File: src/rtl/mem_arbiter_rr.sv
// Multi-port memory arbiter: one transaction at a time, round-robin or fixed priority.
// Requests are arbitrated in IDLE, the winner owns the memory until mem_ack, then a one-cycle DONE.
module mem_arbiter_rr #(
  parameter int unsigned NPORTS  = 3,
  parameter int unsigned ADDR_W  = 32,
  parameter int unsigned DATA_W  = 128,
  parameter int unsigned RR_MODE = 1
) (
  input  logic                       clk,
  input  logic                       reset,
  input  logic [NPORTS-1:0]          req,
  input  logic [NPORTS-1:0]          req_rw,
  input  logic [NPORTS*ADDR_W-1:0]   req_addr,
  input  logic [NPORTS*DATA_W-1:0]   req_wdata,
  output logic [NPORTS-1:0]          ack,
  output logic [DATA_W-1:0]          rdata,
  output logic [NPORTS-1:0]          grant,
  output logic                       busy,
  output logic                       mem_enable,
  output logic                       mem_rw,
  input  logic                       mem_ack,
  output logic [ADDR_W-1:0]          mem_addr,
  output logic [DATA_W-1:0]          mem_data_in,
  input  logic [DATA_W-1:0]          mem_data_out
);

  localparam int unsigned IDX_W = (NPORTS > 1) ? $clog2(NPORTS) : 1;

  typedef enum logic [1:0] {IDLE, BUSY, DONE} state_t;

  state_t              r_state,        w_state;
  logic [IDX_W-1:0]    r_last_grant,   w_last_grant;
  logic [NPORTS-1:0]   r_grant,        w_grant;
  logic [NPORTS-1:0]   r_ack,          w_ack;
  logic [DATA_W-1:0]   r_rdata,        w_rdata;
  logic                r_busy,         w_busy;
  logic                r_mem_enable,   w_mem_enable;
  logic                r_mem_rw,       w_mem_rw;
  logic [ADDR_W-1:0]   r_mem_addr,     w_mem_addr;
  logic [DATA_W-1:0]   r_mem_data_in,  w_mem_data_in;

  logic [IDX_W-1:0]    w_win;
  logic                w_any;

  // First requester scanning upward from the port after the last owner.
  function automatic logic [IDX_W-1:0] rr_pick(input logic [NPORTS-1:0] r,
                                               input logic [IDX_W-1:0]  last);
    logic [IDX_W-1:0] pick;
    logic             found;
    int unsigned      c;
    pick  = '0;
    found = 1'b0;
    for (int k = 1; k <= int'(NPORTS); k++) begin
      c = (32'(last) + 32'(k)) % NPORTS;
      if (!found && r[IDX_W'(c)]) begin
        found = 1'b1;
        pick  = IDX_W'(c);
      end
    end
    return pick;
  endfunction

  function automatic logic [IDX_W-1:0] fixed_pick(input logic [NPORTS-1:0] r);
    logic [IDX_W-1:0] pick;
    pick = '0;
    for (int k = int'(NPORTS) - 1; k >= 0; k--) begin
      if (r[IDX_W'(k)]) pick = IDX_W'(k);
    end
    return pick;
  endfunction

  always_comb begin
    w_any = |req;
    w_win = (RR_MODE != 0) ? rr_pick(req, r_last_grant) : fixed_pick(req);
  end

  // Next-state and next-output logic.
  always_comb begin
    w_state       = r_state;
    w_last_grant  = r_last_grant;
    w_grant       = r_grant;
    w_ack         = '0;
    w_rdata       = r_rdata;
    w_mem_enable  = r_mem_enable;
    w_mem_rw      = r_mem_rw;
    w_mem_addr    = r_mem_addr;
    w_mem_data_in = r_mem_data_in;

    unique case (r_state)
      IDLE: begin
        w_grant      = '0;
        w_mem_enable = 1'b0;
        if (w_any) begin
          w_state       = BUSY;
          w_last_grant  = w_win;
          w_grant       = NPORTS'(1) << w_win;
          w_mem_enable  = 1'b1;
          w_mem_rw      = req_rw[w_win];
          w_mem_addr    = req_addr[int'(w_win)*ADDR_W +: ADDR_W];
          w_mem_data_in = req_wdata[int'(w_win)*DATA_W +: DATA_W];
        end
      end
      BUSY: begin
        if (mem_ack) begin
          w_state      = DONE;
          w_mem_enable = 1'b0;
          w_ack        = r_grant;
          if (!r_mem_rw) w_rdata = mem_data_out;
        end
      end
      DONE: begin
        w_state = IDLE;
        w_grant = '0;
      end
      default: begin
        w_state      = IDLE;
        w_grant      = '0;
        w_mem_enable = 1'b0;
      end
    endcase

    w_busy = (w_state != IDLE);
  end

  always_ff @(posedge clk or posedge reset) begin
    if (reset) begin
      r_state       <= IDLE;
      r_last_grant  <= IDX_W'(NPORTS - 1);
      r_grant       <= '0;
      r_ack         <= '0;
      r_rdata       <= '0;
      r_busy        <= 1'b0;
      r_mem_enable  <= 1'b0;
      r_mem_rw      <= 1'b0;
      r_mem_addr    <= '0;
      r_mem_data_in <= '0;
    end else begin
      r_state       <= w_state;
      r_last_grant  <= w_last_grant;
      r_grant       <= w_grant;
      r_ack         <= w_ack;
      r_rdata       <= w_rdata;
      r_busy        <= w_busy;
      r_mem_enable  <= w_mem_enable;
      r_mem_rw      <= w_mem_rw;
      r_mem_addr    <= w_mem_addr;
      r_mem_data_in <= w_mem_data_in;
    end
  end

  assign ack         = r_ack;
  assign rdata       = r_rdata;
  assign grant       = r_grant;
  assign busy        = r_busy;
  assign mem_enable  = r_mem_enable;
  assign mem_rw      = r_mem_rw;
  assign mem_addr    = r_mem_addr;
  assign mem_data_in = r_mem_data_in;

endmodule

File: config.mk
export PLATFORM = sky130hd
export DESIGN_NAME = mem_arbiter_rr
export DESIGN_NICKNAME = d
export VERILOG_FILES = /design/src/rtl/mem_arbiter_rr.sv
export SDC_FILE = /design/constraint.sdc
export NUM_CORES = 1
export LEC_CHECK = 0
export CORE_AREA = 4 4 352 354
export CTS_CLUSTER_DIAMETER = 200
export DETAILED_ROUTE_END_ITERATION = 16
export DIE_AREA = 0 0 356 358
export MAX_ROUTING_LAYER = met4
export SETUP_SLACK_MARGIN = 0.5
export SLEW_MARGIN = 20
export SYNTH_ARGS = -nofsm -noshare
export SYNTH_HDL_FRONTEND = slang
export SYNTH_SLANG_ARGS = --single-unit
File: constraint.sdc
create_clock -name clk -period 10.8 [get_ports clk]
set_input_delay 3.24 -clock clk [delete_from_list [all_inputs] [get_ports clk]]
set_output_delay 3.24 -clock clk [all_outputs]
set_load 0.1 [all_outputs]
==> flow_summary.yaml <==
floorplan:
  die_y_um: 358
  coreArea_um2: 121000
  num_io_pins: 914
  die-area_um2: 127000
  start_util_pct: 13.9
  die_w_um: 356
  placementRows: 128
setup_path:
  cp_num_buf_inv: 2
  start_kind: "input pin"
  max_stage_delay_ps: 700
  worstPathRequired_ps: 11340
  crit_type: "input pin to flip-flop"
  cp_max_fo: 71
  crit_path_top_delay_cell: "buf_4"
  critical_path.top_delay_family: "simple AND/OR/NAND/NOR gates"
  critPathArrivalTime_ps: 6860
  path_cells: "clkdlybuf4s50_1 -> nand3b_1 -> o2111a_1 -> nand2_4 -> buf_4 -> nand4_1 -> nand3_1"
  critPathCaptureType: "flip-flop"
routing:
  vias: 18500
  first_pass_iters: 7
  detail-route-antenna-nets: 0
  drtIter0Drc: 1666
  drc: 0
  wl_per_cell_um: 26.6
  routed_wl_mm: 110
  avgViaCountPerCell: 4.50
clock_tree:
  tritoncts: "done"
  clock-sinks: 301
  cts-root-buf: "clkbuf_16"
  cts_made_buffers: 42
  cts_resized: 0
  clock_latency_ps: 630
  htreeDepth: 2
  ctsHoldBuffers: 0
  clkSlewWorstSetupHoldPaths_ps: 60
  cts_buffer_depth: 3
  cts_setup_buffers: 0
synth:
  avgSynthCellArea_um2: 9.96
  yosysMostFrequentCell: "dfrtp_1"
  syn_area_um2: 16800
  synth_fp_nets: 2306
  synth_top_area_share_pct: 44.7
  yosys.area.top_type: "dfrtp_1"
  synth_edf_count: 0
  synth_warnings: 0
  synthTopCellsByCount: "300 x dfrtp_1, 172 x clkbuf_1, 162 x and2_1, 162 x nor3b_1"
  synthArstFlopShare_pct: 100
  seq_area_frac_synth_pct: 44.9
  synth_ff_type: "dfrtp_1"
  ys_types: 40
  synthTopCellsByArea: "dfrtp_1 45%, mux2_2 8.8%, o2111ai_1 8.4%"
  ys_seq_elements: 301
  syn_inst: 1685
global_route:
  grt_overflow: 0
  antenna_found_initial: 61
  grt_pass1_wl_mm: 148
  grt_pass1_vias: 18300
  grt_use_total_pct: 16.6
  grt_max_degree: 163
sta:
  tns_ps: 0
  hold_viol: 0
  post-route-min-period_ps: 6320
  rsz0062_at_grt: "no"
  setup_viol: 0
  final.period_utilization_pct: 58.5
  setup_slack_ps: 4480
  finalClockSkew_ps: 56.3
  drv_slew: 0
  worst_slew_pin_slew_ps: 1200
  relSlewSlack_pct: 19.5
  max_freq_mhz: 158
placement:
  dp_hpwl_mm: 78.6
  routabilityCongestion: 0.901
  placed_area_um2: 27300
  io_buffers: 913
  pre_cts_ws_ps: 3940
job:
  maxCapViolCount: 0
cells_and_area:
  fin_nets: 3055
  finalInstanceArea_um2: 28900
  area_growth_pct: 72.0
  drive_above_1_share_pct: 10.5
  final_util_pct: 23.9
hold_path:
  min_path_type: "flip-flop to flip-flop"
run_status:
  outcome: "finished, final reports clean"
[metal layers]
| metal | up-vias | GRT usage [%] | part of all wire, % |
|---|---|---|---|
| li1 | 8101 | - | - |
| met1 | 9257 | 20.5 | 41 |
| met2 | 995 | 26.1 | 47 |
| met3 | 192 | 5.63 | 9.6 |
| met4 | 0 | 4.26 | 2.6 |
| met5 | - | - | 0 |
[logic make-up after synthesis]
family | share of synthesized area [%]
AND/OR/NAND/NOR | 25.0
AO/OA/AOI/OAI | 15.3
flip-flops | 44.9
buffers and inverters | 5.67
multiplexers | 8.91
adder cells (fa/ha/maj) | 0.298
[worst min-delay path: stages (launching register included)]
cell and delay [ps]:
dfrtp_1 340, nand2_1 50, nand2_1 60
[flip-flops by register name, summed over array words and instances (netlist names)]
signal	cells
mem_enable	1
mem_data_in	128
busy	1
r_last_grant	2
mem_addr	32
r_state	2
rdata	128
mem_rw	1
grant	3
ack	3
[worst paths after layout]
kind	from	cells past startpoint	slack [ps]	to
worst max-delay path	req[1]	7	4480	mem_addr[22]
worst min-delay path	mem_enable	2	490	mem_enable
worst max register to register	r_last_grant[1]	8	6690	mem_addr[22]
worst min register to register	mem_enable	2	490	mem_enable
max in group asynchronous	reset	4	6100	ack[0]
min in group asynchronous	reset	2	2920	rdata[121]
[area by class of cell]
class / count / area (µm²)
timing repair buffer: 935 / 9370
fill: 13100 / 92200
clock inverter: 20 / 310
clock buffer: 53 / 1170
antenna: 30 / 75.1
sequential: 301 / 7530
tap: 1625 / 2030
multi-input combinational: 1150 / 8360
inverter: 4 / 18.8
[per-stage QoR]
stage | hold WS [ps] | instances
after detailed placement | 485 | 4015
after global routing | 514 | 4111
final | 487 | 4118
after global placement | 478 | 4015
after floorplan | 501 | 1685
after CTS | 493 | 4088
[cell usage in the layout (no fill, tap or decap), types with 42 or more instances in the layout]
master,netlist,final
and2_1,162,162
a31oi_1,161,161
clkbuf_16,0,42
nand3_1,161,161
mux2_2,131,131
nand4_1,161,161
nor3b_1,162,162
dfrtp_1,300,300
o2111ai_1,161,161
clkdlybuf4s50_1,0,890
Power is not shown: default switching activity piles up to over one toggle a cycle in this logic, so the estimate is an artifact.
